### src/rtl/action_executor_if.sv
// Execute handshake between top_system and action_executor.
// The master side (top_system) drives the request level and action code; the
// slave side (the executor) returns status, the running action and the animation
// frame.
interface action_executor_if;
  logic       exec;
  logic [1:0] selected;
  logic       exec_status;
  logic [1:0] action;
  logic [2:0] frame;
  logic       done;
  logic       overrun;

  modport master (
    output exec,
    output selected,
    input  exec_status,
    input  action,
    input  frame,
    input  done,
    input  overrun
  );

  modport slave (
    input  exec,
    input  selected,
    output exec_status,
    output action,
    output frame,
    output done,
    output overrun
  );
endinterface

### src/rtl/action_executor.sv
// action_executor: runs a fixed-length animation (feed / play / clean up) for
// each accepted rising edge of exec.
//
// Behaviour:
// - exec_status is low while the animation runs.
// - exec_status returns high on completion, together with a one-cycle done pulse.
// - A start edge that arrives while busy sets the sticky overrun flag.
//
// Optional feature, selected by the macro ACTION_EXEC_ABORT_EN:
// - exec sampled low while busy aborts the action. There is no done pulse.
// - With the macro undefined, every accepted action runs to completion.
module action_executor #(
  parameter int unsigned TICKS_PER_FRAME = 5,
  parameter int unsigned FRAMES          = 4
) (
  input  logic              clk,
  input  logic              rst,
  action_executor_if.slave  bus
);

  localparam int unsigned TICK_W  = 16;
  localparam int unsigned FRAME_W = 3;
  localparam int unsigned CODE_W  = 2;

  localparam logic [TICK_W-1:0]  TICK_LAST  = TICK_W'(TICKS_PER_FRAME - 1);
  localparam logic [FRAME_W-1:0] FRAME_LAST = FRAME_W'(FRAMES - 1);
  localparam logic [CODE_W-1:0]  CODE_NONE  = CODE_W'(0);

  localparam logic [0:0] ST_IDLE = 1'b0;
  localparam logic [0:0] ST_RUN  = 1'b1;

  // Current state registers
  logic [0:0]         state;
  logic               exec_q;
  logic [TICK_W-1:0]  tick;
  logic [FRAME_W-1:0] frame_r;
  logic [CODE_W-1:0]  action_r;
  logic               status_r;
  logic               done_r;
  logic               overrun_r;

  // Next-state values
  logic [0:0]         state_n;
  logic               exec_q_n;
  logic [TICK_W-1:0]  tick_n;
  logic [FRAME_W-1:0] frame_n;
  logic [CODE_W-1:0]  action_n;
  logic               status_n;
  logic               done_n;
  logic               overrun_n;

  logic               start_c;

  // Rising edge of the request level. exec_q resets high, so a level that is
  // already high when reset releases does not count as an edge.
  assign start_c = bus.exec & ~exec_q;

  // Next-state and output logic
  always_comb begin
    state_n   = state;
    exec_q_n  = bus.exec;
    tick_n    = tick;
    frame_n   = frame_r;
    action_n  = action_r;
    status_n  = status_r;
    done_n    = 1'b0;
    overrun_n = overrun_r;

    case (state)
      ST_IDLE: begin
        // A start edge with the null code is dropped without touching outputs.
        if (start_c && (bus.selected != CODE_NONE)) begin
          state_n  = ST_RUN;
          action_n = bus.selected;
          frame_n  = FRAME_W'(0);
          tick_n   = TICK_W'(0);
          status_n = 1'b0;
        end
      end

      ST_RUN: begin
        // An edge while busy is only flagged. This includes the completion cycle,
        // so the edge is never queued for a later start.
        if (start_c) begin
          overrun_n = 1'b1;
        end
`ifdef ACTION_EXEC_ABORT_EN
        if (!bus.exec) begin
          state_n  = ST_IDLE;
          action_n = CODE_NONE;
          frame_n  = FRAME_W'(0);
          tick_n   = TICK_W'(0);
          status_n = 1'b1;
        end else
`endif
        if (tick == TICK_LAST) begin
          tick_n = TICK_W'(0);
          if (frame_r == FRAME_LAST) begin
            state_n  = ST_IDLE;
            action_n = CODE_NONE;
            frame_n  = FRAME_W'(0);
            status_n = 1'b1;
            done_n   = 1'b1;
          end else begin
            frame_n = frame_r + FRAME_W'(1);
          end
        end else begin
          tick_n = tick + TICK_W'(1);
        end
      end

      default: begin
        state_n  = ST_IDLE;
        action_n = CODE_NONE;
        frame_n  = FRAME_W'(0);
        tick_n   = TICK_W'(0);
        status_n = 1'b1;
      end
    endcase
  end

  // State and output registers, asynchronously cleared by rst
  always_ff @(posedge clk or posedge rst) begin
    if (rst) begin
      state     <= ST_IDLE;
      exec_q    <= 1'b1;
      tick      <= TICK_W'(0);
      frame_r   <= FRAME_W'(0);
      action_r  <= CODE_NONE;
      status_r  <= 1'b1;
      done_r    <= 1'b0;
      overrun_r <= 1'b0;
    end else begin
      state     <= state_n;
      exec_q    <= exec_q_n;
      tick      <= tick_n;
      frame_r   <= frame_n;
      action_r  <= action_n;
      status_r  <= status_n;
      done_r    <= done_n;
      overrun_r <= overrun_n;
    end
  end

  assign bus.exec_status = status_r;
  assign bus.action      = action_r;
  assign bus.frame       = frame_r;
  assign bus.done        = done_r;
  assign bus.overrun     = overrun_r;

endmodule
### src/flat_wrapper.sv
// flat-port wrapper written by rule: the top's interface ports become plain ports
module action_executor_flat 
#(
  parameter int unsigned TICKS_PER_FRAME = 5,
  parameter int unsigned FRAMES          = 4
)
  (clk, rst, bus_exec, bus_selected, bus_exec_status, bus_action, bus_frame, bus_done, bus_overrun);
  action_executor_if bus_i ();
  input  logic clk;
  input  logic rst;
  input wire logic [$bits(bus_i.exec)-1:0] bus_exec;
  input wire logic [$bits(bus_i.selected)-1:0] bus_selected;
  output wire logic [$bits(bus_i.exec_status)-1:0] bus_exec_status;
  output wire logic [$bits(bus_i.action)-1:0] bus_action;
  output wire logic [$bits(bus_i.frame)-1:0] bus_frame;
  output wire logic [$bits(bus_i.done)-1:0] bus_done;
  output wire logic [$bits(bus_i.overrun)-1:0] bus_overrun;
  assign bus_i.exec = bus_exec;
  assign bus_i.selected = bus_selected;
  assign bus_exec_status = bus_i.exec_status;
  assign bus_action = bus_i.action;
  assign bus_frame = bus_i.frame;
  assign bus_done = bus_i.done;
  assign bus_overrun = bus_i.overrun;
  action_executor #(.TICKS_PER_FRAME(TICKS_PER_FRAME), .FRAMES(FRAMES)) u_core (.clk(clk), .rst(rst), .bus(bus_i));
endmodule
### config.mk
export PLATFORM = sky130hd
export DESIGN_NAME = action_executor_flat
export DESIGN_NICKNAME = d
export VERILOG_FILES = /design/src/rtl/action_executor_if.sv /design/src/rtl/action_executor.sv /design/src/flat_wrapper.sv
export SDC_FILE = /design/constraint.sdc
export NUM_CORES = 1
export LEC_CHECK = 0
export BUFFER_PORTS_ARGS = -buffer_cell sky130_fd_sc_hd__buf_4
export CAP_MARGIN = 20
export CORE_MARGIN = 2
export CORE_UTILIZATION = 62
export DETAILED_ROUTE_END_ITERATION = 10
export PLACE_DENSITY = 0.81
export SLEW_MARGIN = 15
export SYNTH_ARGS = -nofsm -noshare
export SYNTH_HDL_FRONTEND = slang
export SYNTH_SLANG_ARGS = --single-unit
### constraint.sdc
create_clock -name clk -period 2.5 [get_ports clk]
set_clock_uncertainty 0.05 [all_clocks]
set_input_delay 0.375 -clock clk [delete_from_list [all_inputs] [get_ports clk]]
set_output_delay 0.375 -clock clk [all_outputs]
set_load 0.05 [all_outputs]
==> impl_metrics.json, run 1 <==
{
  "internal_power_mw": 0.9499,
  "rsz0062_at_grt": "false",
  "floorplan_die_area_um2": 2681,
  "power.net_switching_mw": 0.6110,
  "switch_share_pct": 39.14,
  "most_frequently_used_flop_master_after_synthesis": "dfrtp_1",
  "cts_made_buffers": 3,
  "clkTransAtPathRegs_ns": 0.14,
  "die-width_um": 51.78,
  "r2r_start": "u_core.tick[9]",
  "power.share.clock_pct": 18.2,
  "synth_adder_area_share_pct": 2.653,
  "fin_tns_setup_ns": 0,
  "worst-r2r-cell-count": 5,
  "postSynthAreaPerCell_um2": 9.827,
  "worst-slew-pin-transition_ns": 0.6718,
  "global_route_wire_length_before_repair_um": 5037,
  "final_design_area_no_fill_um2": 1594,
  "synthMuxAreaShare_pct": 5.040,
  "period_needed_ns": 2.098,
  "fill_cells": 164,
  "place.detailed.hpwl_um": 2034,
  "netlist_instances": 144,
  "syn_to_final_growth_pct": 12.64,
  "multi_input_comb_area_um2": 689.4,
  "dieHeight_um": 51.78,
  "first_iter_violations": 28,
  "status": "finished clean",
  "finalCoreUtilization_pct": 72.76,
  "drt-total-wl_um": 2866,
  "yosysWarningCount": 0,
  "postSynthNetCount": 152,
  "largest_net_degree_at_the_start_of_global_routing": 19,
  "antenna_found_initial": 0,
  "placement.io_buffers": 12,
  "cts_max_path_buffers": 2,
  "cts_htree_levels": 1,
  "fin_nets": 166,
  "synthDominantCellAreaShare_pct": 42.44,
  "finalWorstSetupSlack_ns": 0.4020,
  "yosys.cell_count.top_type": "dfrtp_1",
  "syn_area_um2": 1415,
  "initial_standard_cell_utilization_of_the_core_pct": 64.59,
  "async_reset_ff_share_pct": 100.0,
  "sequentialPowerShare_pct": 46.9,
  "postRouteAntennaNets": 0,
  "regToRegSetupSlack_ns": 0.40,
  "rows": 17,
  "comb_power_share_pct": 34.9,
  "drive_above_1_share_pct": 21.02,
  "regToRegEndpoint": "u_core.tick[12]",
  "synth.top_cells.by_count": "dfrtp_1, inv_1, nand2_1, a21oi_1, o21ai_0",
  "n_antenna_cell": 0,
  "timing.slew.headroom_pct": 54.87,
  "p_leak_nw": 0.7076,
  "number_of_global_route_vias_before_repair": 1110,
  "final_hold_viol_count": 0,
  "cts_tree": "built",
  "critical_path.startpoint": "u_core.tick[9]",
  "insertion_delay_ns": 0.32,
  "largest_family_of_logic_cells_by_synthesized_area": "simple AND/OR/NAND/NOR gates",
  "timing_max_transition_violations_final": 0,
  "yosys.area_share.simple_pct": 20.51,
  "cp_cell_sequence": "nor4_1 > a41oi_2 > buf_4 > a32o_1 > a31o_2",
  "ir_worst_vdd_uv": 667.1,
  "critPathCapture": "u_core.tick[12]",
  "max_capacitance_violation_count": 0,
  "gr-usage-all-layers_pct": 25.05,
  "power_density_nw_per_um2": 979.2,
  "startpoint_type": "flop",
  "dr.pass1.iters": 4,
  "drt_drc_violations_left": 0,
  "synth_compound_area_share_pct": 19.89,
  "synthXorXnorAreaFrac_pct": 0.6189,
  "dpl-instance-area_um2": 1531,
  "arrival_ns": 2.27,
  "critical_path.max_stage_delay_ns": 0.48,
  "synth-edff-count": 0,
  "synth.area.top_cells": "dfrtp_1, mux2i_1, dfstp_2",
  "gpl.final_weighted_congestion": 0.8616,
  "synth.yosys.seq_area_share_pct": 46.15,
  "routed_wire_length_per_instance_um": 15.49,
  "crit_cells": 5,
  "finalCritPeriodShare_pct": 83.92,
  "critical_path_peak_fanout": 18,
  "vias_per_cell": 6.297,
  "pin_count": 13,
  "cp_num_buf_inv": 1,
  "synth.distinct_cells": 46,
  "detailroute.via_count": 1165,
  "setup_viol": 0,
  "worstSetupPathType": "flop to flop",
  "root_buffer": "clkbuf_4",
  "achievable-frequency_mhz": 476.7,
  "ff_latch_area_um2": 653.1,
  "place_worst_setup_slack_ns": 0.4693,
  "min_path_type": "primary input to flop",
  "core_region_area_um2": 2191,
  "gr-total-overflow": 0,
  "end_kind": "flop",
  "synth_largest_area_cell": "dfrtp_1",
  "clock-sinks": 26,
  "crit_family": "compound AO/OA/AOI/OAI gates",
  "timing.critical_path.required_ns": 2.67,
  "synth-seq-cells": 26,
  "slowest_stage": "nor4_1"
}
-- placed cells by master (no fill, tap or decap), types with 3 or more instances in the layout --
| master | count |
|---|---|
| dfrtp_1 | 24 |
| buf_4 | 15 |
| nand2_1 | 11 |
| inv_1 | 11 |
| o21ai_0 | 8 |
| a21oi_1 | 8 |
| nand3_1 | 7 |
| mux2i_1 | 6 |
| a31oi_1 | 4 |
| nor2_1 | 4 |
| nand4_1 | 4 |
| a21o_1 | 3 |
| nor3_1 | 3 |
| a31o_2 | 3 |
| ha_1 | 3 |
| clkbuf_4 | 3 |
-- cell families after synthesis --
group,after synthesis
simple gates,49
buf+inv,18
fa+ha+maj,3
xor+xnor,1
mux,7
flops,26
compound gates,40
-- through the flow --
stage	power (mW)	hold WS [ns]	cells
after floorplan	1.125	0.3295	144
final	1.561	0.1009	185
after global routing	1.674	0.07793	185
after global placement	1.254	0.2954	180
after CTS	1.572	0.08874	185
after detailed placement	1.283	0.3203	180
-- worst min-delay path by stage --
stage / from / endpoint / slack (ns) / cells past startpoint
after global routing: bus_exec / u_core.exec_q / 0.08 / 1
after floorplan: bus_exec / u_core.exec_q / 0.33 / 0
after detailed placement: rst / u_core.state / 0.32 / 2
after CTS: bus_exec / u_core.exec_q / 0.09 / 1
after global placement: rst / u_core.state / 0.30 / 2
final: bus_exec / u_core.exec_q / 0.10 / 1
-- final cells by class --
| type | count | area share, % |
|---|---|---|
| sequential | 26 | 40.97 |
| clock inverter | 1 | 1.884 |
| clock buffer | 3 | 1.413 |
| timing repair buffer | 16 | 7.692 |
| inverter | 11 | 2.590 |
| tap | 28 | 2.198 |
| multi-input combinational | 100 | 43.25 |
-- timing repair --
item,4_1_cts,5_1_grt
endpoints found under the hold margin,7,0
endpoints found under the setup margin,0,0
setup buffers,0,0
hold buffers,1,0
gates resized for setup,0,0
-- sequential cells by signal, indices dropped and copies added, names as in the netlist --
| signal | flops |
|---|---|
| u_core.exec_q | 1 |
| u_core.bus.action | 2 |
| u_core.tick | 16 |
| u_core.state | 1 |
| u_core.bus.done | 1 |
| u_core.bus.overrun | 1 |
| u_core.bus.exec_status | 1 |
| u_core.bus.frame | 3 |
-- per-layer routing --
layer  track usage (%)  wire (um)  vias up
met4             10.09         17        0
met1             36.24       1365      570
met5                 0          0        -
met2             38.03       1326       35
met3             3.448        156        2
li1                  -          -      558
-- worst reg2reg max path, stage by stage (launching register included) --
cell and delay [ns]:
dfrtp_1 0.46, nor4_1 0.48, a41oi_2 0.29, buf_4 0.28
a32o_1 0.24, a31o_2 0.21
-- power groups by stage --
stage	Clock, mW	Sequential (mW)	Combinational (mW)
after CTS	0.293	0.729	0.549
after floorplan	0	0.806	0.319
after detailed placement	0	0.737	0.546
final	0.284	0.732	0.545
after global placement	0	0.728	0.526
after global routing	0.307	0.760	0.608
Note: power is estimated with default switching activity, not from simulation.
==> run 2, diff against run 1 <==
Settings changed: CORE_UTILIZATION 62 to 58, PLACE_DENSITY 0.81 to 0.76.
Clock period 2.5 ns to 2 ns, I/O delays scaled along.
==> impl_metrics.json, run 2 (same netlist as run 1, synthesis figures left out) <==
{
  "cts_made_buffers": 3,
  "period_needed_ns": 1.919,
  "cp_cell_sequence": "nor4_1 > a41oi_2 > clkbuf_2 > a41oi_1 > a31oi_1",
  "clkTransAtPathRegs_ns": 0.15,
  "fin_tns_setup_ns": 0,
  "cts_htree_levels": 1,
  "gr-usage-all-layers_pct": 25.82,
  "finalHoldWorstSlack_ns": 0.2256,
  "final_common_cell": "buf_4",
  "arrival_ns": 2.08,
  "fin_nets": 182,
  "antenna_found_initial": 0,
  "cts_max_path_buffers": 2,
  "timing_max_transition_violations_final": 0,
  "end_kind": "flop",
  "max_capacitance_violation_count": 0,
  "critical_path_peak_fanout": 7,
  "number_of_global_route_vias_before_repair": 1171,
  "cts_tree": "built",
  "dieHeight_um": 53.40,
  "power_density_nw_per_um2": 1217,
  "global_route_wire_length_before_repair_um": 5271,
  "largest_register_ffs": 16,
  "pin_count": 13,
  "place.detailed.hpwl_um": 2238,
  "largest_net_degree_at_the_start_of_global_routing": 19,
  "final_hold_viol_count": 0,
  "gpl.final_weighted_congestion": 0.8282,
  "vias_per_cell": 6.159,
  "gr-total-overflow": 0,
  "min_path_type": "primary input to flop",
  "fill_cells": 168,
  "insertion_delay_ns": 0.33,
  "finalCritPeriodShare_pct": 95.95,
  "most_frequent_cells_in_the_layout": "buf_4, dfrtp_1, nand2_1, inv_1",
  "core_region_area_um2": 2255,
  "top_register": "u_core.tick",
  "rows": 17,
  "ir_worst_vdd_uv": 813.0,
  "drt-total-wl_um": 3220,
  "dr.pass1.iters": 5,
  "place_worst_setup_slack_ns": 0.05900,
  "drt_drc_violations_left": 0,
  "root_buffer": "clkbuf_4",
  "die-width_um": 53.40,
  "routed_wire_length_per_instance_um": 16.02,
  "timing.critical_path.required_ns": 2.16,
  "finalPower_mw": 2.086,
  "finalWorstSetupSlack_ns": 0.08099,
  "timing.slew.headroom_pct": 69.44,
  "placement.io_buffers": 12,
  "initial_standard_cell_utilization_of_the_core_pct": 62.76,
  "setup_viol": 0,
  "worstSetupPathType": "flop to flop",
  "clock-sinks": 26,
  "achievable-frequency_mhz": 521.1,
  "worst-slew-pin-transition_ns": 0.4549,
  "critical_path.max_stage_delay_ns": 0.47,
  "p_leak_nw": 0.7816,
  "status": "finished clean",
  "slowest_stage": "dfrtp_1",
  "floorplan_die_area_um2": 2851,
  "startpoint_type": "flop",
  "postRouteAntennaNets": 0,
  "detailroute.via_count": 1238,
  "first_iter_violations": 30,
  "drive_above_1_share_pct": 27.75,
  "finalCoreUtilization_pct": 76.03,
  "n_antenna_cell": 0,
  "post_cts_resize_count": 0,
  "syn_to_final_growth_pct": 21.13
}
==> run 2: cell types whose count changed in the layout (fill, tap and decap cells not counted) <==
| cell | before | now |
|---|---|---|
| dlygate4sd3_1 | 1 | 2 |
| buf_4 | 15 | 29 |
| clkbuf_2 | 0 | 1 |
==> run 2: power by group <==
part / switching (mW) / leakage, nW / internal (mW)
Clock: 0.163 / 0.0279 / 0.203
Combinational: 0.497 / 0.443 / 0.385
Sequential: 0.147 / 0.311 / 0.691
Total: 0.807 / 0.782 / 1.28
==> run 2: final cells by class <==
type                       instances  area [um^2]  area share (%)
clock buffer                       3        22.52           1.314
clock inverter                     1        30.03           1.752
inverter                          11        41.29           2.409
multi-input combinational        100        689.4           40.22
sequential                        26        653.1           38.10
tap                               28        35.03           2.044
timing repair buffer              32        242.7           14.16
==> run 2: critical path: cells and delay by family, from the launching register on <==
| family | cells | cell delay (ns) |
|---|---|---|
| simple gates | 1 | 0.43 |
| flops | 1 | 0.47 |
| compound gates | 3 | 0.60 |
| buf+inv | 1 | 0.24 |
==> run 2: stage by stage <==
stage / cell area, um^2 / instances
2_1_floorplan: 1415 / 144
6_report: 1714 / 201
4_1_cts: 1677 / 196
3_3_place_gp: 1614 / 191
3_5_place_dp: 1614 / 191
5_1_grt: 1714 / 201
==> run 2: worst paths after layout <==
kind                       slack (ns)                   end  cells after the start          startpoint
min                              0.23  u_core.bus.action[1]                      3     bus_selected[1]
max in group asynchronous        0.86         u_core.exec_q                      4                 rst
min reg2reg                      0.44    u_core.bus.overrun                      1  u_core.bus.overrun
min in group asynchronous        0.42        u_core.tick[2]                      3                 rst
max                              0.08       u_core.tick[13]                      5      u_core.tick[9]
max reg2reg                      0.08       u_core.tick[13]                      5      u_core.tick[9]
==> run 2: timing repair <==
action	4_1_cts	5_1_grt
setup endpoints to repair	0	9
hold endpoints to repair	8	1
hold buffers	1	1
setup buffers	0	4
==> run 2: routing by layer <==
layer,global-route usage [%],wire length (um)
met3,2.542,140
met2,44.03,1643
met4,6.410,23
met1,34.90,1412
met5,0,0
==> run 3, diff against run 2 <==
Settings changed: BUFFER_PORTS_ARGS -buffer_cell sky130_fd_sc_hd__buf_4 to unset, CORE_UTILIZATION 58 to 61, DONT_BUFFER_PORTS set to 1, PLACE_DENSITY 0.76 to 0.77, SKIP_CTS_REPAIR_TIMING set to 1.
==> impl_metrics.json, run 3 (same netlist as run 1, synthesis figures left out) <==
{
  "status": "finished clean",
  "drt-total-wl_um": 3066,
  "clock-sinks": 26,
  "critical_path.startpoint": "u_core.tick[1]",
  "drt_drc_violations_left": 0,
  "antenna_found_initial": 0,
  "dr.pass1.iters": 4,
  "layoutNonFillerInstCount": 192,
  "min_path_type": "primary input to flop",
  "finalCoreUtilization_pct": 73.81,
  "place_worst_setup_slack_ns": 0.08481,
  "setup_viol": 0,
  "crit_family": "simple AND/OR/NAND/NOR gates",
  "fill_cells": 165,
  "arrival_ns": 2.01,
  "cts_max_path_buffers": 2,
  "met2RoutedLength_um": 1517,
  "first_iter_violations": 38,
  "timing.critical_path.required_ns": 2.16,
  "finalWorstSetupSlack_ns": 0.1547,
  "finalPower_mw": 1.978,
  "final_common_cell": "dfrtp_1",
  "pin_count": 13,
  "gpl.final_weighted_congestion": 0.8224,
  "critical_path_peak_fanout": 6,
  "global_route_wire_length_before_repair_um": 5368,
  "final_hold_viol_count": 0,
  "largest_net_degree_at_the_start_of_global_routing": 19,
  "critical_path.max_stage_delay_ns": 0.40,
  "wirelength_met1_um": 1351,
  "cts_tree": "built",
  "critPathCapture": "u_core.bus.action[0]",
  "sequentialPowerShare_pct": 44.6,
  "timing_max_transition_violations_final": 0,
  "worst-slew-pin-transition_ns": 0.6184,
  "insertion_delay_ns": 0.33,
  "worstSetupPathType": "flop to flop",
  "gr-usage-all-layers_pct": 27.22,
  "root_buffer": "clkbuf_4",
  "detailroute.via_count": 1188,
  "r2r_start": "u_core.tick[1]",
  "clkTransAtPathRegs_ns": 0.14,
  "dpl-instance-area_um2": 1569,
  "postRouteAntennaNets": 0,
  "multi_input_comb_area_um2": 689.4,
  "slowest_stage": "dfrtp_1",
  "placed_cells_incl_taps": 185,
  "final_design_area_no_fill_um2": 1633,
  "initial_standard_cell_utilization_of_the_core_pct": 63.97,
  "switch_share_pct": 40.27,
  "syn_to_final_growth_pct": 15.38,
  "cp_num_buf_inv": 1,
  "fin_nets": 173,
  "finalHoldWorstSlack_ns": 0.1488,
  "internal_power_mw": 1.181,
  "die-width_um": 52.17,
  "fin_tns_setup_ns": 0,
  "vias_per_cell": 6.188,
  "regToRegSetupSlack_ns": 0.15,
  "finalCritPeriodShare_pct": 92.26,
  "routed_wire_length_per_instance_um": 15.97,
  "regToRegEndpoint": "u_core.bus.action[0]",
  "n_antenna_cell": 0,
  "core_region_area_um2": 2212,
  "period_needed_ns": 1.845,
  "top_register": "u_core.tick",
  "number_of_global_route_vias_before_repair": 1225,
  "cts_made_buffers": 3,
  "timing.slew.headroom_pct": 58.73,
  "place.detailed.hpwl_um": 2340,
  "rsz0062_at_grt": "false",
  "dieHeight_um": 52.17,
  "p_leak_nw": 0.7360,
  "cp_cell_sequence": "inv_1 > ha_1 > nor4b_2 > and4_1 > a2bb2oi_1 > o22ai_1",
  "drive_above_1_share_pct": 23.78,
  "max_capacitance_violation_count": 0,
  "worst-r2r-cell-count": 6,
  "power.share.clock_pct": 13.5,
  "dr.max_layer_used": "met4",
  "gr-total-overflow": 0,
  "comb_power_share_pct": 41.9,
  "largest_register_ffs": 16,
  "placement.io_buffers": 0,
  "achievable-frequency_mhz": 541.9,
  "power.net_switching_mw": 0.7964,
  "ff_latch_area_um2": 653.1,
  "ir_worst_vdd_uv": 978.2,
  "startpoint_type": "flop",
  "power_density_nw_per_um2": 1211,
  "crit_cells": 6,
  "cts_htree_levels": 1,
  "floorplan_die_area_um2": 2721,
  "most_frequent_cells_in_the_layout": "dfrtp_1, buf_4, nand2_1, inv_1",
  "end_kind": "flop",
  "rows": 17,
  "met3WireLength_um": 164
}
[run 3: changes by cell type in the layout (fill, tap and decap cells not counted)]
cell,change
buf_4,-8
clkbuf_2,-1
clkbuf_8,+1
bufinv_16,-1
[run 3: area by class of cell]
class	instances	area share [%]
Clock buffer	4	2.222
Inverter	11	2.529
Multi-Input combinational cell	100	42.22
Sequential cell	26	40.00
Tap cell	28	2.146
Timing Repair Buffer	23	10.88
[run 3: how the worst min path moves through the flow]
stage,endpoint,from,slack [ns],depth (start not counted)
6_report,u_core.bus.action[1],bus_selected[1],0.15,2
5_1_grt,u_core.bus.action[1],bus_selected[1],0.17,2
4_1_cts,u_core.tick[1],rst,-0.12,1
3_5_place_dp,u_core.bus.done,rst,0.25,1
3_3_place_gp,u_core.tick[6],rst,0.24,1
2_1_floorplan,u_core.exec_q,bus_exec,0.25,0
[run 3: power by group through the flow]
stage | registers (mW) | logic (mW) | clock network, mW
after floorplan | 1.01 | 0.399 | 0
after global placement | 0.881 | 0.792 | 0
after detailed placement | 0.889 | 0.821 | 0
after CTS | 0.876 | 0.822 | 0.270
after global routing | 0.901 | 0.925 | 0.293
final | 0.881 | 0.829 | 0.268
[run 3: routing by layer]
layer,global-route usage [%],vias up
li1,-,576
met1,35.01,574
met2,44.09,34
met3,6.609,4
met4,10.68,0
met5,0,-
